==> src/rtl/tetris_sequencer_if.sv <==
// Command, response and row-clear channel between tetris_sequencer (master)
// and the board engine (slave).
interface tetris_sequencer_if;
    // A command transfers on the cycle cmd_valid && cmd_ready. Once raised,
    // cmd_valid stays high with cmd_spawn/cmd_op/cmd_type stable until that
    // cycle, and only an async reset may withdraw it early. The engine answers
    // every accepted command with exactly one rsp_valid pulse.
    logic       cmd_valid;
    logic       cmd_spawn;
    logic [1:0] cmd_op;
    logic [2:0] cmd_type;
    logic       cmd_ready;
    logic       rsp_valid;
    logic       rsp_blocked;
    logic       clear_start;
    logic       clear_done;

    modport master (
        output cmd_valid, cmd_spawn, cmd_op, cmd_type, clear_start,
        input  cmd_ready, rsp_valid, rsp_blocked, clear_done
    );

    modport slave (
        input  cmd_valid, cmd_spawn, cmd_op, cmd_type, clear_start,
        output cmd_ready, rsp_valid, rsp_blocked, clear_done
    );
endinterface

==> src/rtl/tetris_sequencer.sv <==
// Game-phase scheduler for the 8x8 tetris engine: merges gravity and player ops
// onto a single-outstanding command channel. Optional pause: TETRIS_SEQ_PAUSE_EN.
module tetris_sequencer #(
    parameter int GRAVITY_DIV = 333,
    parameter int REPEAT_DIV  = 150,
    parameter int NUM_TYPES   = 7
) (
    input  logic       clk_1000,
    input  logic       restart_n,
    input  logic       start,
    input  logic [3:0] op,
`ifdef TETRIS_SEQ_PAUSE_EN
    input  logic       pause,
`endif
    tetris_sequencer_if.master bus,
    output logic       score_inc,
    output logic       game_active,
    output logic       game_over,
    output logic [2:0] dbg_state
);

    typedef enum logic [2:0] {
        S_IDLE   = 3'd0,
        S_SPAWN  = 3'd1,
        S_PLAY   = 3'd2,
        S_ISSUE  = 3'd3,
        S_WAIT   = 3'd4,
        S_CLEAR  = 3'd5,
        S_OVER   = 3'd6
`ifdef TETRIS_SEQ_PAUSE_EN
        , S_PAUSED = 3'd7
`endif
    } state_t;

    localparam logic [1:0] OP_DOWN   = 2'd0;
    localparam logic [1:0] OP_LEFT   = 2'd1;
    localparam logic [1:0] OP_RIGHT  = 2'd2;
    localparam logic [1:0] OP_ROTATE = 2'd3;

    localparam logic [1:0] SRC_SPAWN = 2'd0;
    localparam logic [1:0] SRC_GRAV  = 2'd1;
    localparam logic [1:0] SRC_USER  = 2'd2;

    state_t      state;
    state_t      state_next;
    logic [2:0]  type_cnt;
    logic [2:0]  cmd_type_q;
    logic [1:0]  cmd_op_q;
    logic [1:0]  src_q;
    logic [15:0] grav_cnt;
    logic        grav_pend;
    logic [15:0] rep_cnt;
    logic [3:0]  op_prev;
    logic        pend_valid;
    logic [1:0]  pend_op;
    logic [1:0]  op_code;
    logic        op_onehot;
    logic        op_held;
    logic        op_req;
    logic        pause_hit;
    logic        in_group;
    logic        take_grav;
    logic        take_user;
    logic        spawn_done;
    logic        lock;

`ifdef TETRIS_SEQ_PAUSE_EN
    logic pause_prev;

    always_ff @(posedge clk_1000 or negedge restart_n) begin
        if (!restart_n) pause_prev <= 1'b0;
        else            pause_prev <= pause;
    end

    assign pause_hit = pause && !pause_prev;
`else
    assign pause_hit = 1'b0;
`endif

    always_comb begin
        op_code = OP_DOWN;
        case (op)
            4'b0001: op_code = OP_RIGHT;
            4'b0010: op_code = OP_ROTATE;
            4'b0100: op_code = OP_DOWN;
            4'b1000: op_code = OP_LEFT;
            default: op_code = OP_DOWN;
        endcase
    end

    // A held button repeats every REPEAT_DIV cycles, counted from its edge.
    assign op_onehot = $onehot(op);
    assign op_held   = op_onehot && (op == op_prev);
    assign op_req    = (op_onehot && (op != op_prev)) ||
                       (op_held && (rep_cnt == 16'(REPEAT_DIV - 1)));

    assign in_group   = (state == S_PLAY) || (state == S_ISSUE) || (state == S_WAIT);
    assign take_grav  = (state == S_PLAY) && !pause_hit && grav_pend;
    assign take_user  = (state == S_PLAY) && !pause_hit && !grav_pend && pend_valid;
    assign spawn_done = (state == S_SPAWN) && bus.cmd_ready;

    always_ff @(posedge clk_1000 or negedge restart_n) begin
        if (!restart_n) begin
            op_prev <= 4'd0;
            rep_cnt <= 16'd0;
        end else begin
            op_prev <= op;
            if (!op_held || (rep_cnt == 16'(REPEAT_DIV - 1))) rep_cnt <= 16'd0;
            else                                              rep_cnt <= rep_cnt + 16'd1;
        end
    end

    // A newer request overwrites an unissued one; nothing survives outside play.
    always_ff @(posedge clk_1000 or negedge restart_n) begin
        if (!restart_n) begin
            pend_valid <= 1'b0;
            pend_op    <= OP_DOWN;
        end else if (!in_group) begin
            pend_valid <= 1'b0;
        end else if (op_req) begin
            pend_valid <= 1'b1;
            pend_op    <= op_code;
        end else if (take_user) begin
            pend_valid <= 1'b0;
        end
    end

    always_ff @(posedge clk_1000 or negedge restart_n) begin
        if (!restart_n) begin
            grav_cnt  <= 16'd0;
            grav_pend <= 1'b0;
        end else if (spawn_done) begin
            grav_cnt  <= 16'd0;
            grav_pend <= 1'b0;
        end else begin
            if (in_group) begin
                if (grav_cnt == 16'(GRAVITY_DIV - 1)) grav_cnt <= 16'd0;
                else                                  grav_cnt <= grav_cnt + 16'd1;
            end
            if (in_group && (grav_cnt == 16'(GRAVITY_DIV - 1))) grav_pend <= 1'b1;
            else if (take_grav)                                 grav_pend <= 1'b0;
        end
    end

    always_ff @(posedge clk_1000 or negedge restart_n) begin
        if (!restart_n) begin
            type_cnt   <= 3'd0;
            cmd_type_q <= 3'd0;
            cmd_op_q   <= OP_DOWN;
            src_q      <= SRC_SPAWN;
        end else begin
            if (type_cnt == 3'(NUM_TYPES - 1)) type_cnt <= 3'd0;
            else                               type_cnt <= type_cnt + 3'd1;
            if ((state_next == S_SPAWN) && (state != S_SPAWN)) cmd_type_q <= type_cnt;
            if (state == S_SPAWN) begin
                src_q <= SRC_SPAWN;
            end else if (take_grav) begin
                src_q    <= SRC_GRAV;
                cmd_op_q <= OP_DOWN;
            end else if (take_user) begin
                src_q    <= SRC_USER;
                cmd_op_q <= pend_op;
            end
        end
    end

    always_ff @(posedge clk_1000 or negedge restart_n) begin
        if (!restart_n) state <= S_IDLE;
        else            state <= state_next;
    end

    always_comb begin
        state_next = state;
        case (state)
            S_IDLE:  if (start) state_next = S_SPAWN;
            S_SPAWN: if (bus.cmd_ready) state_next = S_WAIT;
            S_PLAY: begin
`ifdef TETRIS_SEQ_PAUSE_EN
                if (pause_hit) state_next = S_PAUSED;
                else
`endif
                if (grav_pend || pend_valid) state_next = S_ISSUE;
            end
            S_ISSUE: if (bus.cmd_ready) state_next = S_WAIT;
            S_WAIT: begin
                if (bus.rsp_valid) begin
                    if ((src_q == SRC_SPAWN) && bus.rsp_blocked)     state_next = S_OVER;
                    else if ((src_q == SRC_GRAV) && bus.rsp_blocked) state_next = S_CLEAR;
                    else                                             state_next = S_PLAY;
                end
            end
            S_CLEAR: if (bus.clear_done) state_next = S_SPAWN;
            S_OVER:  if (start) state_next = S_SPAWN;
`ifdef TETRIS_SEQ_PAUSE_EN
            S_PAUSED: if (pause_hit) state_next = S_PLAY;
`endif
            default: state_next = S_IDLE;
        endcase
    end

    // A blocked gravity DOWN means the piece has landed: score it and clear rows.
    assign lock = (state == S_WAIT) && bus.rsp_valid && bus.rsp_blocked && (src_q == SRC_GRAV);

    always_comb begin
        bus.cmd_valid   = (state == S_SPAWN) || (state == S_ISSUE);
        bus.cmd_spawn   = (state == S_SPAWN);
        bus.cmd_op      = cmd_op_q;
        bus.cmd_type    = cmd_type_q;
        bus.clear_start = lock;
        score_inc       = lock;
        game_over       = (state == S_OVER);
        game_active     = (state == S_SPAWN) || (state == S_PLAY) || (state == S_ISSUE) ||
                          (state == S_WAIT)  || (state == S_CLEAR);
`ifdef TETRIS_SEQ_PAUSE_EN
        if (state == S_PAUSED) game_active = 1'b1;
`endif
        dbg_state       = state;
    end

endmodule

==> src/flat_wrapper.sv <==
// flat-port wrapper written by rule: the top's interface ports become plain ports
module tetris_sequencer_flat 
#(
    parameter int GRAVITY_DIV = 333,
    parameter int REPEAT_DIV  = 150,
    parameter int NUM_TYPES   = 7
)
  (clk_1000, restart_n, start, op, score_inc, game_active, game_over, dbg_state, bus_cmd_valid, bus_cmd_spawn, bus_cmd_op, bus_cmd_type, bus_clear_start, bus_cmd_ready, bus_rsp_valid, bus_rsp_blocked, bus_clear_done);
  tetris_sequencer_if bus_i ();
  input  logic clk_1000;
  input  logic restart_n;
  input  logic start;
  input  logic [3:0] op;
  output logic score_inc;
  output logic game_active;
  output logic game_over;
  output logic [2:0] dbg_state;
  output wire logic [$bits(bus_i.cmd_valid)-1:0] bus_cmd_valid;
  output wire logic [$bits(bus_i.cmd_spawn)-1:0] bus_cmd_spawn;
  output wire logic [$bits(bus_i.cmd_op)-1:0] bus_cmd_op;
  output wire logic [$bits(bus_i.cmd_type)-1:0] bus_cmd_type;
  output wire logic [$bits(bus_i.clear_start)-1:0] bus_clear_start;
  input wire logic [$bits(bus_i.cmd_ready)-1:0] bus_cmd_ready;
  input wire logic [$bits(bus_i.rsp_valid)-1:0] bus_rsp_valid;
  input wire logic [$bits(bus_i.rsp_blocked)-1:0] bus_rsp_blocked;
  input wire logic [$bits(bus_i.clear_done)-1:0] bus_clear_done;
  assign bus_cmd_valid = bus_i.cmd_valid;
  assign bus_cmd_spawn = bus_i.cmd_spawn;
  assign bus_cmd_op = bus_i.cmd_op;
  assign bus_cmd_type = bus_i.cmd_type;
  assign bus_clear_start = bus_i.clear_start;
  assign bus_i.cmd_ready = bus_cmd_ready;
  assign bus_i.rsp_valid = bus_rsp_valid;
  assign bus_i.rsp_blocked = bus_rsp_blocked;
  assign bus_i.clear_done = bus_clear_done;
  tetris_sequencer #(.GRAVITY_DIV(GRAVITY_DIV), .REPEAT_DIV(REPEAT_DIV), .NUM_TYPES(NUM_TYPES)) u_core (.clk_1000(clk_1000), .restart_n(restart_n), .start(start), .op(op), .bus(bus_i), .score_inc(score_inc), .game_active(game_active), .game_over(game_over), .dbg_state(dbg_state));
endmodule
==> config.mk <==
export PLATFORM = sky130hd
export DESIGN_NAME = tetris_sequencer_flat
export DESIGN_NICKNAME = d
export VERILOG_FILES = /design/src/rtl/tetris_sequencer_if.sv /design/src/rtl/tetris_sequencer.sv /design/src/flat_wrapper.sv
export SDC_FILE = /design/constraint.sdc
export NUM_CORES = 1
export LEC_CHECK = 0
export BUFFER_PORTS_ARGS = -buffer_cell sky130_fd_sc_hd__buf_2
export CELL_PAD_IN_SITES_DETAIL_PLACEMENT = 1
export CELL_PAD_IN_SITES_GLOBAL_PLACEMENT = 1
export CORE_UTILIZATION = 30
export CTS_BUF_LIST = sky130_fd_sc_hd__clkbuf_8
export DETAILED_ROUTE_END_ITERATION = 7
export HOLD_SLACK_MARGIN = 0.05
export PLACE_DENSITY = 0.64
export SLEW_MARGIN = 25
export SYNTH_ARGS = -nofsm -noshare
export SYNTH_HDL_FRONTEND = slang
export SYNTH_SLANG_ARGS = --single-unit
==> constraint.sdc <==
create_clock -name clk_1000 -period 3.9 [get_ports clk_1000]
set_input_delay 0.78 -clock clk_1000 [delete_from_list [all_inputs] [get_ports clk_1000]]
set_output_delay 0.78 -clock clk_1000 [all_outputs]
set_load 0.01 [all_outputs]
==> run summary, run 1 <==
The die height is 101 um. The TritonCTS clock tree is done. Setup violations remaining at the end of the flow were counted as 0. Fill cells in the final layout number approximately 1100. For this run, the total global-route usage over all layers was measured as between 10 and 15%. The number of buffers on the longest clock path is 2. The path type of the worst setup path is in -> reg. The via count of the first global-routing pass came out at 2393. The count of pins over their slew limit is 0. The clock period could shrink to approximately 2.7 ns. The register area share after synthesis came out at about 45%. The first global-routing pass estimated between 10000 and 15000 um of wire. The largest fanout of any net on the critical path came out at 5.

The post-cts hold buffer count is 0. The highest ir drop seen on vdd came out at 0.257 mV. The worst hold margin is 0.493 ns. The relative max-transition margin is a little under half. The fraction of final layout cells sized beyond drive strength 1 came out at 14.5%. After synthesis the netlist holds a flip-flop and latch count of between 50 and 60. The number of I/O port buffers came out at 24. The total instance count after detailed placement came out at 451.

Synthesis produced a netlist whose cell count is between 300 and 400. The number of warnings printed during yosys synthesis is 0. The number of DRC violations after detailed-routing iteration 0 is 75.

The routed wirelength normalized by instance count is 14.1 um. The routed wire length came out at between 6000 and 7000 um. The remaining global-route overflow is 0. The netlist uses 55 different library cells. STA puts the critical path data required time at 4.11 ns. The finished layout holds ~460 standard cells, fillers aside. The clock sink count came out at 53.

Setup repair after global routing left no endpoint under its margin. Clock skew on the completed layout was measured at approximately 0.0057 ns. The antenna diode instance count came out at 0. CTS built an H-tree with a depth of 2. The clock network burns 20.7% of the power.

At the end of the flow, the number of nets in the layout was ~350. STA classifies the critical path endpoint as a flop. The post-synthesis net count came out at between 300 and 400.

The worst setup path is launched from an input pin. Power spread over the standard cell area amounts to 504 nW/um^2. The flow ran to the end, and the final reports show no timing, DRC or antenna violations. The number of flops mapped to enable cells by yosys came out at 0.

The vias after detailed routing came out at around 2300. The number of hold violations in the final report was 0. The internal portion of total power is 1000 uW.

The combinational group share of total power came out at between 30 and 40%. After detailed routing, the number of remaining DRC violations is 0. Summed over all nets, the half-perimeter wirelength after detailed placement is about 4600 um. After synthesis, the cell types taking the most area are sky130_fd_sc_hd__dfrtp_1 (45%), sky130_fd_sc_hd__ha_1 (5.1%), sky130_fd_sc_hd__xor2_1 (5.0%). The first detailed-routing pass took 4 iterations. In the synthesized netlist the dominant register cell turns out to be sky130_fd_sc_hd__dfrtp_1.

The top cell type by area accounts for roughly 45% of the synthesized area. Dividing the synthesized area by the synthesized cell count gives between 9 and 10 um^2. The area of the mapped netlist came out at ~3000 um^2. The count of instances resized after the clock tree is built is 0. The floorplan has 35 rows. The count of nets left with antenna violations once routing finished came out at 0. The growth of design area from synthesis to finish came out at 10.7%.

At the end of routability-driven placement, the weighted congestion stood at ~0.74. In the finished design, the share of the clock period the worst path needs comes to 69.2%. In this run, CTS created clock tree buffers numbering 5. The number of buffers inserted by post-CTS setup repair is 0. Clock-pin slew was measured on the worst setup and hold paths at 0.10 ns. The switching component of the power came out at about 650 uW. The floorplan step set the die width to about 100 um. Once the floorplan was initialized, standard cells occupied 31.5% of the core. At the later pin of the worst-skew pair, clock insertion delay measures between 0.3 and 0.4 ns. The data arrival time of the worst path is around 2.9 ns.

At the pin with the least slew margin, the transition time is ~0.81 ns. The largest net degree at the start of global routing is 54. The die footprint is between 10000 and 15000 um^2. The number of top-level pins is 25. CTS placed an instance of sky130_fd_sc_hd__clkbuf_8 at the clock tree root. The number of antenna violations at the first check in global routing is 0. The largest total area in the synthesized netlist belongs to sky130_fd_sc_hd__dfrtp_1. The area of the core region is about 9400 um^2. The worst hold-check path type is reg -> reg. The maximum operating frequency came out at approximately 370 MHz. Counting flops with an async set or reset pin after synthesis yields a share of 100%.

The share of total power in sequential cells is 46.0%. The switching share of power is slightly below 40%. The setup TNS came out at 0 ns. The count of max-cap constraint violations came out at 0.

The leakage power is between 0.001 and 0.0015 uW. The per-cell via count in the routed design came out at roughly 4.9.
-- cell usage after synthesis, types with 3 or more instances --
master                      n
sky130_fd_sc_hd__nor4_1     4
sky130_fd_sc_hd__o21ai_0   21
sky130_fd_sc_hd__and4_1     3
sky130_fd_sc_hd__nor2_1    37
sky130_fd_sc_hd__a21oi_1   13
sky130_fd_sc_hd__a31oi_1    3
sky130_fd_sc_hd__nor3_1     4
sky130_fd_sc_hd__buf_2      3
sky130_fd_sc_hd__mux2_1     3
sky130_fd_sc_hd__xnor2_1    8
sky130_fd_sc_hd__nand2_1   25
sky130_fd_sc_hd__dfrtp_1   53
sky130_fd_sc_hd__or3_1      6
sky130_fd_sc_hd__nand3b_1   3
sky130_fd_sc_hd__inv_1     17
sky130_fd_sc_hd__nor2b_1    5
sky130_fd_sc_hd__ha_1      12
sky130_fd_sc_hd__nand3_1   16
sky130_fd_sc_hd__buf_6      3
sky130_fd_sc_hd__nand4_1    7
sky130_fd_sc_hd__xor2_1    17
-- critical path: stages --
cell	delay (ns)
sky130_fd_sc_hd__buf_2	0.14
sky130_fd_sc_hd__inv_1	0.08
sky130_fd_sc_hd__ha_1	0.29
sky130_fd_sc_hd__ha_1	0.21
sky130_fd_sc_hd__fa_1	0.42
sky130_fd_sc_hd__nor3b_1	0.33
sky130_fd_sc_hd__nor3b_2	0.29
sky130_fd_sc_hd__mux2_2	0.36
-- through the flow --
stage / total power [uW] / instance area (um^2) / setup WS (ns) / utilization, %
after detailed placement: 1340 / 3190 / 0.879 / 33.8
final: 1650 / 3290 / 1.20 / 34.9
after CTS: 1690 / 3290 / 1.21 / 34.9
after floorplan: 1180 / 2970 / 1.18 / -
after global placement: 1320 / 3190 / 0.937 / 33.8
after global routing: 1790 / 3290 / 0.945 / 34.9
-- worst paths after layout --
check / start / end / slack (ns) / depth (start not counted)
max in group asynchronous: restart_n / u_core.grav_cnt[7] / 2.83 / 2
worst max register to register: u_core.dbg_state[0] / u_core.grav_cnt[5] / 1.60 / 5
worst min register to register: u_core.bus.cmd_type[2] / u_core.bus.cmd_type[2] / 0.49 / 1
min in group asynchronous: restart_n / u_core.rep_cnt[8] / 0.56 / 2
worst min-delay path: u_core.bus.cmd_type[2] / u_core.bus.cmd_type[2] / 0.49 / 1
worst max-delay path: op[0] / u_core.pend_op[0] / 1.20 / 8
-- sequential cells by signal, summed over array words and instances (netlist names) --
signal               cells
u_core.bus.cmd_op        2
u_core.bus.cmd_type      3
u_core.dbg_state         3
u_core.grav_cnt         16
u_core.grav_pend         1
u_core.op_prev           4
u_core.pend_op           2
u_core.pend_valid        1
u_core.rep_cnt          16
u_core.src_q             2
u_core.type_cnt          3
-- final cells by class --
class / count / area (um^2) / share of cell area [%]
Multi-Input combinational cell: 227 / 1510 / 45.8
Sequential cell: 53 / 1330 / 40.4
Tap cell: 129 / 161 / 4.91
Timing Repair Buffer: 25 / 128 / 3.88
Clock buffer: 6 / 82.6 / 2.51
Inverter: 17 / 63.8 / 1.94
Clock inverter: 2 / 17.5 / 0.533
-- cells in the final DEF (no fill, tap or decap), types with 3 or more instances in the layout --
cell type and instances:
sky130_fd_sc_hd__nor4_1 4, sky130_fd_sc_hd__dfrtp_1 53, sky130_fd_sc_hd__inv_1 17, sky130_fd_sc_hd__and4_1 3, sky130_fd_sc_hd__or3_1 6, sky130_fd_sc_hd__xor2_1 17, sky130_fd_sc_hd__nand2_1 25, sky130_fd_sc_hd__a21oi_1 13
sky130_fd_sc_hd__buf_2 24, sky130_fd_sc_hd__mux2_1 3, sky130_fd_sc_hd__nor2b_1 5, sky130_fd_sc_hd__nor3_1 4, sky130_fd_sc_hd__nand3b_1 3, sky130_fd_sc_hd__clkbuf_8 6, sky130_fd_sc_hd__nand4_1 7, sky130_fd_sc_hd__nor2_1 37
sky130_fd_sc_hd__nand3_1 16, sky130_fd_sc_hd__a31oi_1 3, sky130_fd_sc_hd__ha_1 12, sky130_fd_sc_hd__xnor2_1 8, sky130_fd_sc_hd__o21ai_0 21
-- power by group through the flow --
stage          sequential, uW  combinational (uW)  clock [uW]
2_1_floorplan             704                 475           0
3_3_place_gp              770                 546           0
3_5_place_dp              773                 562           0
4_1_cts                   763                 564         361
5_1_grt                   782                 626         383
6_report                  762                 551         342
-- routing by layer --
| layer | global-route usage [%] | part of all wire, % | vias to the layer above |
|---|---|---|---|
| li1 | - | - | 1111 |
| met1 | 18.6 | 49 | 1116 |
| met2 | 24.2 | 48 | 20 |
| met3 | 2.83 | 2.4 | 5 |
| met4 | 4.68 | 1.1 | 0 |
| met5 | 0 | 0 | - |
-- cell families (layout without fill, tap and decap cells) --
logic type      after synthesis  after routing  share of synthesized area (%)
xor+xnor                     25             25                           7.38
mux                           7              7                           2.57
fa+ha+maj                    13             13                           5.73
buf+inv                      27             50                           4.55
flops                        53             53                           44.7
simple gates                129            129                           23.6
compound gates               53             53                           11.5
Power figures use the tool's default switching activity.
==> run 2: changes to the inputs <==
==> constraint.sdc (replaced) <==
create_clock -name clk_1000 -period 2.83 [get_ports clk_1000]
set_input_delay 0.566 -clock clk_1000 [delete_from_list [all_inputs] [get_ports clk_1000]]
set_output_delay 0.566 -clock clk_1000 [all_outputs]
set_load 0.01 [all_outputs]
==> run 2 against run 1 <==
Routed wire length shrank 1.5%. Critical path depth grew 1. Non-clock buffer count grew 4. Worst setup slack lost 0.79 ns. Power grew 37%. Clock-buffer cell count shrank 1. Hold slack lost 0.11 ns. Die area is the same. Clock skew is essentially flat. Register-to-register slack lost 0.92 ns. Core utilization grew 0.19 points. First-iteration DRC count shrank 41%. Critical path type unchanged. Largest cell class unchanged.
==> run summary, run 2 (same netlist as run 1, synthesis figures left out) <==
TritonCTS built the clock tree. The total placed instance area came out at between 3000 and 4000 um^2. The post-cts hold buffer count came out at 0. The H-tree level count is 2.

The slew at the pin closest to its max-slew limit came out at 0.699 ns. At the later pin of the worst-skew pair, clock insertion delay measures ~0.31 ns. The count of pins over their slew limit was 0. Measured against its own limit, the worst slew margin works out to ~53%. The number of clock buffers inserted by TritonCTS is 5. The total number of nets in the final design came out at 357. 0 antenna diodes ended up in the layout. The setup TNS is 0 ns. The area used by sequential logic in the layout is around 1300 um^2. The reg2reg setup slack is between 0.6 and 0.7 ns. VDD sags by at most between 0.2 and 0.25 mV. The number of placement rows came out at 35.

The tightest min-delay check is of the in -> async type. For the worst setup path, the data required time is between 3 and 4 ns. The initial utilization of the core area, before any placement, comes to between 30% and 40%.

The clock arrives with 0.00563 ns of skew. The final worst-path cycle share came out at approximately 85%. Data on the critical path arrives at its endpoint at roughly 2.7 ns.

The area occupied by multi-input gates is approximately 1500 um^2. Counting stages on the worst path, the most repeated cell is sky130_fd_sc_hd__ha_1. The worst reg2reg path depth is 5. The number of I/O port buffers is 24.

The first-pass GRT wire length came out at ~11000 um. The top cell types in the final layout, fill and taps aside, are sky130_fd_sc_hd__dfrtp_1 (53), sky130_fd_sc_hd__nor2_1 (37), sky130_fd_sc_hd__nand2_1 (25). The first detailed-routing pass took 4 iterations.

The clock sink count came out at between 50 and 60. The startpoint type of the worst setup path is an input pin. In this run the vertical extent of the chip is a little over 100 um.

In the final layout, the share of cells above drive strength 1 is between 10% and 20%. The number of DRC violations after detailed-routing iteration 0 came out at 44. The maximum operating frequency is 413 MHz. The largest registers in the layout are u_core.grav_cnt (16), u_core.rep_cnt (16), u_core.op_prev (4).

The largest net degree at the start of global routing came out at 54. Among cell families on the critical path, the largest total delay comes from adder cells. The width of the die came out at between 100 and 150 um. Setup repair after global routing left no endpoint under its margin. The number of antenna violations at the first check in global routing came out at 0.

Max-cap violations in this run came to 0. In this design, the stage delay of the slowest critical-path cell is between 0.4 and 0.5 ns. The most common library cell in the layout ignoring fill and taps is sky130_fd_sc_hd__dfrtp_1. The leakage power is approximately 0.0014 uW. The growth of design area from synthesis to finish is 11.3%.

Once the clock tree was built, the resizer swapped 0 gates to a different size. The final critical-path required period came out at roughly 2.4 ns. The layout has around 1100 filler cells. The global placer's final weighted congestion came out at between 0.7 and 0.8.

The worst hold margin came out at between 0.3 and 0.4 ns. The finished layout cell area is approximately 3300 um^2. The path length in cells of the critical path is 9. In the routed design, unresolved DRC markers number 0.

In this run the critical register-to-register path is captured at u_core.grav_cnt[5]. The total power density per cell area is between 600 and 700 nW/um^2. By startpoint and endpoint, the worst setup path is classified as in -> reg. The post-CTS clock slew at the launch and capture registers of the worst setup and hold paths is approximately 0.10 ns. The worst reg2reg path startpoint is u_core.dbg_state[2]. The worst setup path is captured at a flop.

The slowest library cell on the worst path is sky130_fd_sc_hd__fa_1. The tree is rooted in a sky130_fd_sc_hd__clkbuf_8. The total global routing track utilization came out at 13.8%.

The number of hold violations in the final report is 0. After detailed routing, the number of vias per cell comes to just under 5. Summing over every cut layer, the via total after detailed routing is 2225. The via count of the first global-routing pass was ~2400. Walking the worst path, the cells encountered are buf_2, inv_1, ha_1, ha_1, fa_1, nor3b_1, buf_4, nand2_1, nor2_1. The die covers 10300 um^2.

The region available for standard cell placement spans roughly 9400 um^2. The flow ran to the end, and the final reports show no timing, DRC or antenna violations. The remaining antenna violation count after routing came out at 0. The wire-length estimate of the detail-placed layout is roughly 4500 um. The sum of buffers and inverters on the critical path came out at 3. After detailed routing, the total wire length is around 6400 um. 25 I/O pins were placed. The largest fanout of any net on the critical path is 16.

The count of endpoints failing setup in the final report is 0. The remaining global-route overflow came out at 0. The number of buffers inserted by post-CTS setup repair is 0. In this run the deepest clock path goes through 2 buffers. After detailed routing, the average wire length per cell comes to approximately 14 um.
## run 2: cell count changes in the layout (fill, tap and decap cells not counted), sizes merged
cell	delta
buf	+4
clkbuf	-1
clkinv	-1
clkinvlp	+2
## run 2: metal layers
layer | vias to the layer above | part of all wire, % | track usage [%]
met4 | 0 | 1.2 | 4.68
met5 | - | 0 | 0
met3 | 5 | 2.9 | 2.42
met2 | 26 | 46 | 23.0
met1 | 1074 | 49 | 18.3
li1 | 1120 | - | -
## run 2: report_power, final
part	leakage [uW]	internal, uW	switching (uW)
clock	0.0000416	172	266
combinational	0.000687	341	485
sequential	0.000695	858	150
## run 2: through the flow
stage	util, %	cells	worst slack (ns)	power, uW
after floorplan	-	307	0.327	1620
after global placement	34.2	455	0.143	1840
after detailed placement	34.2	455	0.0357	1860
after CTS	35.1	463	0.363	2310
after global routing	35.1	463	0.146	2440
final	35.1	463	0.411	2270
## run 2: cell type report
| class | instances | area share (%) |
|---|---|---|
| Timing Repair Buffer | 29 | 4.77 |
| Multi-Input combinational cell | 227 | 45.6 |
| Tap cell | 129 | 4.89 |
| Inverter | 17 | 1.93 |
| Sequential cell | 53 | 40.2 |
| Clock buffer | 5 | 2.08 |
| Clock inverter | 3 | 0.568 |
## run 2: worst register-to-register path, delay by kind of cell (launching register included)
kind / cells / cell delay [ns]
simple gates: 3 / 0.97
flops: 1 / 0.76
compound gates: 2 / 0.35
## run 2: how the worst max path moves through the flow
| stage | from | to |
|---|---|---|
| floorplan | op[0] | u_core.pend_op[0] |
| global placement | op[0] | u_core.rep_cnt[11] |
| detailed placement | op[0] | u_core.rep_cnt[13] |
| CTS | op[0] | u_core.rep_cnt[13] |
| global route | op[0] | u_core.rep_cnt[0] |
| finish | op[0] | u_core.rep_cnt[13] |
